## src/rtl/hazard_stall_unit_pkg.sv

```systemverilog
// Shared pipeline definitions for the hazard stall/flush controller and its neighbours.
package hazard_stall_unit_pkg;

    localparam int PIPE_REG_W = 5;

    // Canonical NOP that the flush and bubble muxes load into IF/ID and ID/EX.
    localparam logic [31:0] PIPE_NOP = 32'h0000_0013;

    typedef enum logic [1:0] {
        HZ_RUN      = 2'd0,
        HZ_MEM_WAIT = 2'd1,
        HZ_DIV_BUSY = 2'd2,
        HZ_ILLEGAL  = 2'd3
    } hz_state_t;

endpackage

```

## src/rtl/hazard_stall_unit_div_counter.sv

```systemverilog
// Loadable down-counter with a zero flag; also reused by the divider datapath.
module hz_div_counter #(
    parameter int CNT_W = 6
) (
    input  logic             clk,
    input  logic             rst,
    input  logic             load,
    input  logic [CNT_W-1:0] load_val,
    input  logic             dec,
    output logic [CNT_W-1:0] cnt,
    output logic             zero
);

    logic [CNT_W-1:0] cnt_r;

    // Counter register: load wins over decrement, and it saturates at zero.
    always_ff @(posedge clk) begin
        if (rst) begin
            cnt_r <= {CNT_W{1'b0}};
        end else if (load) begin
            cnt_r <= load_val;
        end else if (dec && (cnt_r != {CNT_W{1'b0}})) begin
            cnt_r <= cnt_r - {{(CNT_W-1){1'b0}}, 1'b1};
        end else begin
            cnt_r <= cnt_r;
        end
    end

    assign cnt  = cnt_r;
    assign zero = (cnt_r == {CNT_W{1'b0}});

endmodule

```

## src/rtl/hazard_stall_unit.sv

```systemverilog
// Stall/flush controller for the 5-stage pipeline: load-use, memory wait states,
// multi-cycle divide and taken-branch flush (deferred while the pipe is frozen).
module hazard_stall_unit
    import hazard_stall_unit_pkg::*;
#(
    parameter int REG_W      = PIPE_REG_W,
    parameter int DIV_CYCLES = 32,
    parameter int CNT_W      = 6
) (
    input  logic             clk,
    input  logic             rst,
    input  logic [REG_W-1:0] rs_id,
    input  logic [REG_W-1:0] rt_id,
    input  logic             id_uses_rs,
    input  logic             id_uses_rt,
    input  logic [REG_W-1:0] ex_rd,
    input  logic             ex_is_load,
    input  logic             ex_div_start,
    input  logic             ex_branch_taken,
    input  logic             mem_req,
    input  logic             mem_ready,
    output logic             pc_en,
    output logic             ifid_en,
    output logic             idex_en,
    output logic             exmem_en,
    output logic             memwb_en,
    output logic             ifid_flush,
    output logic             idex_bubble,
    output logic             div_done,
    output logic [1:0]       hz_state
);

    localparam logic [CNT_W-1:0] DIV_LOAD = CNT_W'(DIV_CYCLES - 2);

    hz_state_t        state_r;
    logic             flush_pend_r;
    logic [CNT_W-1:0] div_cnt_s;
    logic             div_zero_s;
    logic             mem_stall_s;
    logic             freeze_s;
    logic             load_use_s;
    logic             div_load_s;
    logic             div_dec_s;

    assign mem_stall_s = mem_req & ~mem_ready;

    assign freeze_s = (state_r == HZ_MEM_WAIT) | (state_r == HZ_DIV_BUSY) |
                      ((state_r == HZ_RUN) & mem_stall_s) |
                      ((state_r == HZ_RUN) & ex_div_start);

    assign load_use_s = ex_is_load & (ex_rd != {REG_W{1'b0}}) &
                        ((id_uses_rs & (rs_id == ex_rd)) | (id_uses_rt & (rt_id == ex_rd)));

    // A memory stall in the same cycle keeps the divide parked in EX, so only load when it is clear.
    assign div_load_s = (state_r == HZ_RUN) & ex_div_start & ~mem_stall_s;
    assign div_dec_s  = (state_r == HZ_DIV_BUSY) & ~div_zero_s;

    hz_div_counter #(
        .CNT_W (CNT_W)
    ) u_div_counter (
        .clk      (clk),
        .rst      (rst),
        .load     (div_load_s),
        .load_val (DIV_LOAD),
        .dec      (div_dec_s),
        .cnt      (div_cnt_s),
        .zero     (div_zero_s)
    );

    // FSM and deferred-flush register.
    always_ff @(posedge clk) begin
        if (rst) begin
            state_r      <= HZ_RUN;
            flush_pend_r <= 1'b0;
        end else begin
            if (freeze_s && ex_branch_taken) begin
                flush_pend_r <= 1'b1;
            end else if (!freeze_s) begin
                flush_pend_r <= 1'b0;
            end else begin
                flush_pend_r <= flush_pend_r;
            end

            case (state_r)
                HZ_RUN: begin
                    if (mem_stall_s) begin
                        state_r <= HZ_MEM_WAIT;
                    end else if (ex_div_start) begin
                        state_r <= HZ_DIV_BUSY;
                    end else begin
                        state_r <= HZ_RUN;
                    end
                end
                HZ_MEM_WAIT: begin
                    if (mem_ready) begin
                        state_r <= HZ_RUN;
                    end else begin
                        state_r <= HZ_MEM_WAIT;
                    end
                end
                HZ_DIV_BUSY: begin
                    if (div_zero_s) begin
                        state_r <= HZ_RUN;
                    end else begin
                        state_r <= HZ_DIV_BUSY;
                    end
                end
                default: state_r <= HZ_RUN;
            endcase
        end
    end

    // Enable / flush / bubble decode; priority freeze > flush > load-use.
    always_comb begin
        pc_en       = 1'b1;
        ifid_en     = 1'b1;
        idex_en     = 1'b1;
        exmem_en    = 1'b1;
        memwb_en    = 1'b1;
        ifid_flush  = 1'b0;
        idex_bubble = 1'b0;
        div_done    = 1'b0;
        if (rst) begin
            pc_en = 1'b1;
        end else if (freeze_s) begin
            case (state_r)
                HZ_MEM_WAIT: begin
                    {pc_en, ifid_en, idex_en, exmem_en, memwb_en} = 5'b00000;
                end
                HZ_DIV_BUSY: begin
                    if (div_zero_s) begin
                        div_done = 1'b1;
                    end else begin
                        {pc_en, ifid_en, idex_en, exmem_en, memwb_en} = 5'b00001;
                    end
                end
                HZ_RUN: begin
                    if (mem_stall_s) begin
                        {pc_en, ifid_en, idex_en, exmem_en, memwb_en} = 5'b00000;
                    end else begin
                        {pc_en, ifid_en, idex_en, exmem_en, memwb_en} = 5'b00001;
                    end
                end
                default: begin
                    {pc_en, ifid_en, idex_en, exmem_en, memwb_en} = 5'b11111;
                end
            endcase
        end else if (ex_branch_taken || flush_pend_r) begin
            ifid_flush  = 1'b1;
            idex_bubble = 1'b1;
        end else if (load_use_s) begin
            pc_en       = 1'b0;
            ifid_en     = 1'b0;
            idex_bubble = 1'b1;
        end else begin
            pc_en = 1'b1;
        end
    end

    assign hz_state = rst ? 2'd0 : state_r;

endmodule

```

## config.mk

```make
export PLATFORM = sky130hd
export DESIGN_NAME = hazard_stall_unit
export DESIGN_NICKNAME = d
export VERILOG_FILES = /design/src/rtl/hazard_stall_unit_pkg.sv /design/src/rtl/hazard_stall_unit_div_counter.sv /design/src/rtl/hazard_stall_unit.sv
export SDC_FILE = /design/constraint.sdc
export NUM_CORES = 1
export LEC_CHECK = 0
export ABC_AREA = 1
export ABC_CLOCK_PERIOD_IN_PS = 4300
export CAP_MARGIN = 5
export CORE_MARGIN = 4
export CORE_UTILIZATION = 48
export CTS_BUF_LIST = sky130_fd_sc_hd__clkbuf_16
export DETAILED_ROUTE_END_ITERATION = 8
export MAX_ROUTING_LAYER = met4
export PLACE_DENSITY = 0.91
export SLEW_MARGIN = 20
export SYNTH_ARGS = -nofsm -noshare
export SYNTH_HDL_FRONTEND = slang
export SYNTH_HIERARCHICAL = 1
export SYNTH_SLANG_ARGS = --single-unit
```

## constraint.sdc

```tcl
create_clock -name clk -period 4.3 [get_ports clk]
set_input_delay 0.645 -clock clk [delete_from_list [all_inputs] [get_ports clk]]
set_output_delay 0.645 -clock clk [all_outputs]
set_load 0.02 [all_outputs]
```

== Word-level counts from Yosys, hierarchy flattened ==
Index checks and enable logic that the tools add are counted.

* Add/sub/neg operators: 1
* Multiplexer cells: 32
* Multiply operators: 0
* Divide/modulo/power cells: 0
* Bitwise logic cells: 16
* Reductions and logical operators: 10
* Magnitude comparators: 0
* Shift-type cells: 0
* Eq/ne operators: 5

{| class="wikitable"
|+ Operators by type and width
! kind !! number
|-
| $mux W1 || 23
|-
| $eq A5 B5 Y1 || 2
|-
| $mux W5 || 2
|-
| $and A1 B1 Y1 || 9
|-
| $mux W2 || 4
|-
| $logic_not A6 Y1 || 1
|-
| $pmux W2 S3 || 1
|-
| $reduce_bool A6 Y1 || 1
|-
| $sub A6 B1 Y6 const B || 1
|-
| $reduce_bool A5 Y1 || 1
|-
| $or A1 B1 Y1 || 4
|-
| $pmux W1 S2 || 2
|-
| $reduce_or A2 Y1 || 2
|-
| $not A1 Y1 || 3
|-
| $eq A2 B1 Y1 const B || 1
|-
| $eq A2 B2 Y1 const B || 1
|-
| $logic_and A1 B1 Y1 || 2
|-
| $logic_not A2 Y1 || 1
|-
| $ne A2 B1 Y1 const B || 1
|-
| $reduce_bool A2 Y1 || 1
|-
| $logic_or A1 B1 Y1 || 1
|}

* Flip-flop bits (word level): 9
* Bits in writable memories: 0
* Output and inout port bits: 10
* Memories: 0
* Bits in read-only memories: 0
* Bits of input ports: 24
* Word-level logic and storage cells: 68
* Latch bits: 0

== Depth between registers and ports, before layout ==
* Depth after elaboration: 8
* Depth in mapped cells: 10
* Gate-level depth less buffers: 9

== By module ==
Netlist, hierarchy kept.

{| class="wikitable"
|+ Modules (own cells, without submodules)
! module !! seq. area each (um^2) !! instances !! cells an instance !! area an instance (um^2)
|-
| hazard_stall_unit || 60.1 || 1 || 103 || 554.3
|-
| hz_div_counter || 120.1 || 1 || 68 || 421.7
|}

== Worst setup path before layout ==
No wires, ideal clock.

* Kind: input -> output
* From: input mem_ready
* To: output pc_en
* Buffers on the path: 1
* Required time: 3655 ps
* Slack: 2151 ps
* Data arrival time: 1504 ps
* Stages: 7
* Path through: inv_2 nand3_2 nand3b_4 nand4_2 nand2_1 inv_1 buf_4

* Longest elaborated chain between the ends: 7

{| class="wikitable"
|+ Ends and longest elaborated chain
! item !! line !! source
|-
| from (decl) || hazard_stall_unit.sv:21 || <nowiki>input logic mem_ready,</nowiki>
|-
| $not A1 Y1 || hazard_stall_unit.sv:45 || <nowiki>assign mem_stall_s = mem_req & ~mem_ready;</nowiki>
|-
| $and A1 B1 Y1 || hazard_stall_unit.sv:45 ||
|-
| $and A1 B1 Y1 || hazard_stall_unit.sv:48 || <nowiki>((state_r == HZ_RUN) & mem_stall_s) |</nowiki>
|-
| $or A1 B1 Y1 || hazard_stall_unit.sv:47 || <nowiki>assign freeze_s = (state_r == HZ_MEM_WAIT) | (state_r == HZ_DIV_BUSY) |</nowiki>
|-
| $or A1 B1 Y1 || hazard_stall_unit.sv:48 ||
|-
| $mux W1 (2 in series) || -- ||
|-
| to (decl) || hazard_stall_unit.sv:22 || <nowiki>output logic pc_en,</nowiki>
|}

Every way passes these cells.

== Final worst setup path ==
* From: input rst
* To: output ifid_en

* Longest elaborated chain between the ends: 1

{| class="wikitable"
|+ Ends and longest elaborated chain
! item !! line !! source
|-
| from (decl) || hazard_stall_unit.sv:11 || <nowiki>input logic rst,</nowiki>
|-
| $mux W1 || hazard_stall_unit.sv:123 || <nowiki>if (rst) begin</nowiki>
|-
| to (decl) || hazard_stall_unit.sv:23 || <nowiki>output logic ifid_en,</nowiki>
|}

Every way passes these cells.

==> impl_metrics.py <==
metrics = {
    "logic_synthesis": {
        "ys_warn_count": 6,
        "synth_cell_types": 26,
        "synth_edf_count": 0,
        "ys_async_sr_fraction_pct": 0,
        "synth.top_cell.area_share_pct": 23.8,
        "synth.largest_area_cell": "nand2_1",
        "synthCells": 171,
        "netlist_area_um2": 976,
        "synth_seq_cells": 9,
        "syn_avg_cell_area_um2": 5.71,
        "synth_seq_area_share_pct": 18.5,
        "synthFlopType": "dfxtp_1",
        "ys_top_cells_by_count": "nand2_1 (62), inv_1 (23), nor2_1 (19), nand3_1 (10), dfxtp_1 (9)",
        "yosysMostFrequentCell": "nand2_1",
        "synth.area.top_cells": "nand2_1 (24%), dfxtp_1 (18%), inv_1 (8.8%), ha_1 (7.7%), nor2_1 (7.3%)",
    },
    "status": {
        "status": "complete, no violations",
    },
    "timing": {
        "fin_crit_sh_pct": 73.0,
        "maxSlewViolCount": 0,
        "skew_ns": 0.00323,
        "worst_pin_slew_ns": 0.647,
        "min_period_ns": 3.14,
        "hold_ws_ns": 0.494,
        "rsz0062_at_grt": "false",
        "setup-tns-final_ns": 0,
        "hold_viol_final": 0,
        "slew_headroom_pct": 56.8,
        "setup_viol": 0,
        "max_freq_mhz": 318,
    },
    "clocking": {
        "numCtsBuffers": 3,
        "root_buffer": "clkbuf_16",
        "clockBufferDepth": 2,
        "ctsResizeCount": 0,
        "path_clk_slew_ns": 0.04,
        "ctsHoldBuffers": 0,
        "cts_max_level": 1,
        "cts.sinks": 9,
        "insertion_delay_ns": 0.23,
        "cts_tree": "yes",
        "post-cts-setup-buffers": 0,
    },
    "global_route": {
        "grt_max_degree": 15,
        "grtUsageTotal_pct": 23.8,
        "grt_pass1_vias": 1104,
        "grt_antenna_before_repair": 0,
        "grt_pass1_wl_um": 4680,
        "overflow": 0,
    },
    "drt": {
        "final_antenna_net_count": 0,
        "drt-initial-drc-count": 31,
        "drc": 0,
        "vias": 1147,
        "vias_per_cell": 4.88,
        "routed_wl_um": 2910,
        "dr.pass1.iters": 4,
        "wire_per_inst_um": 12.4,
    },
    "worst_setup_path": {
        "r2r_start": "state_r[0]$_SDFF_PP0_",
        "start_kind": "primary input",
        "crit_type": "primary input to output port",
        "r2r_end": "u_div_counter/cnt[5]$_SDFFE_PP0P_",
        "arrival_ns": 2.50,
        "end_kind": "output port",
        "reg2reg_slack_ns": 2.21,
        "r2r_cells": 9,
        "critPathRequiredTime_ns": 3.65,
        "path_max_fanout": 14,
    },
    "cells_and_area": {
        "syn_to_final_growth_pct": 44.4,
        "final_cell_area_mm2": 0.00141,
        "n_antenna_cell": 0,
        "fin_util_pct": 72.6,
        "drive_gt1_share_pct": 9.62,
        "final_cells": 235,
        "nets": 239,
    },
    "die": {
        "ios": 34,
        "die_width_um": 53.1,
        "die-area_mm2": 0.00282,
        "die_h_um": 53.1,
        "core_mm2": 0.00194,
        "start_util_pct": 50.3,
        "num_rows": 16,
    },
    "worst_hold_path": {
        "hold_path.class": "flip-flop to flip-flop",
        "min_path_cells": 2,
        "worstHoldStart": "u_div_counter/cnt[0]$_SDFFE_PP0P_",
        "hold_end": "u_div_counter/cnt[0]$_SDFFE_PP0P_",
    },
    "placed_design": {
        "placed_cells": 231,
        "gp_congestion": 0.802,
        "io_buffer_count": 33,
        "dp_hpwl_um": 2260,
        "placed_cell_area_mm2": 0.00133,
    },
    "power_and_ir_drop": {
        "p_leak_nw": 0.705,
        "p_per_area_mw_per_mm2": 338,
        "ir_drop_mv": 0.312,
    },
    "flow_run": {
        "maxCapViolCount": 0,
    },
}
[worst max-delay path, stage by stage]
cell and delay, ns:
clkdlybuf4s50_1 0.79, inv_1 0.18, nand4_2 0.14, nand2_1 0.06, inv_1 0.07, clkdlybuf4s50_1 0.60
[cells in the final DEF, fill, tap and decap left out, types with 2 or more instances in the layout]
cell / n
o21ai_0: 5
nor3_2: 2
nand3_1: 10
a21oi_1: 6
clkbuf_16: 3
nor2_2: 3
clkdlybuf4s50_1: 33
dfxtp_1: 9
ha_1: 6
nand4_1: 2
nor2_1: 19
inv_1: 24
conb_1: 6
nand2_1: 62
nand3_2: 2
inv_2: 6
[report_power, final]
| group | switching [W] | total [W] | internal [W] |
|---|---|---|---|
| sequential | 0.0000117 | 0.000107 | 0.0000954 |
| combinational | 0.000121 | 0.000210 | 0.0000889 |
| clock | 0.0000388 | 0.000160 | 0.000121 |
| total | 0.000171 | 0.000477 | 0.000306 |
[sequential cells by signal (all words and copies together), names as in the netlist]
name,cells
flush_pend_r,1
state_r,2
u_div_counter/cnt,6
[per-stage QoR]
step	setup WS (ns)	power, W
6_report	1.16	0.000477
5_1_grt	0.998	0.000512
4_1_cts	1.15	0.000479
3_5_place_dp	1.16	0.000312
3_3_place_gp	1.20	0.000300
2_1_floorplan	2.15	0.000245
[per-layer routing]
layer  global-route usage (%)  share of wire [%]
met5                        -                  0
met2                     44.8                 54
met1                     21.8                 37
met4                     13.2                3.7
met3                     5.35                6.0
[how the worst max path moves through the flow]
stage,depth (start not counted),start,end,slack [ns]
after CTS,6,rst,pc_en,1.15
after global placement,6,rst,pc_en,1.20
after global routing,6,rst,pc_en,1.0
after floorplan,7,mem_ready,pc_en,2.15
after detailed placement,6,rst,pc_en,1.16
final,6,rst,ifid_en,1.16
[kinds of logic (layout without fill, tap and decap cells)]
family / Yosys count / in the layout / share of synthesized area, %
simple gates: 105 / 105 / 49.0
buf+inv: 33 / 66 / 13.7
compound gates: 15 / 15 / 9.49
flops: 9 / 9 / 18.5
fa+ha+maj: 6 / 6 / 7.69
other cells: 2 / 6 / 0.770
xor+xnor: 1 / 1 / 0.898
[layout make-up]
type / instances / area [um2]
well taps: 27 / 33.8
multi-input cells: 133 / 677
clock inverters: 1 / 3.75
fillers: 157 / 533
inverters: 29 / 109
clock buffers: 3 / 75.1
flip-flops and latches: 9 / 180
repair buffers: 33 / 330
Power figures use the tool's default switching activity.
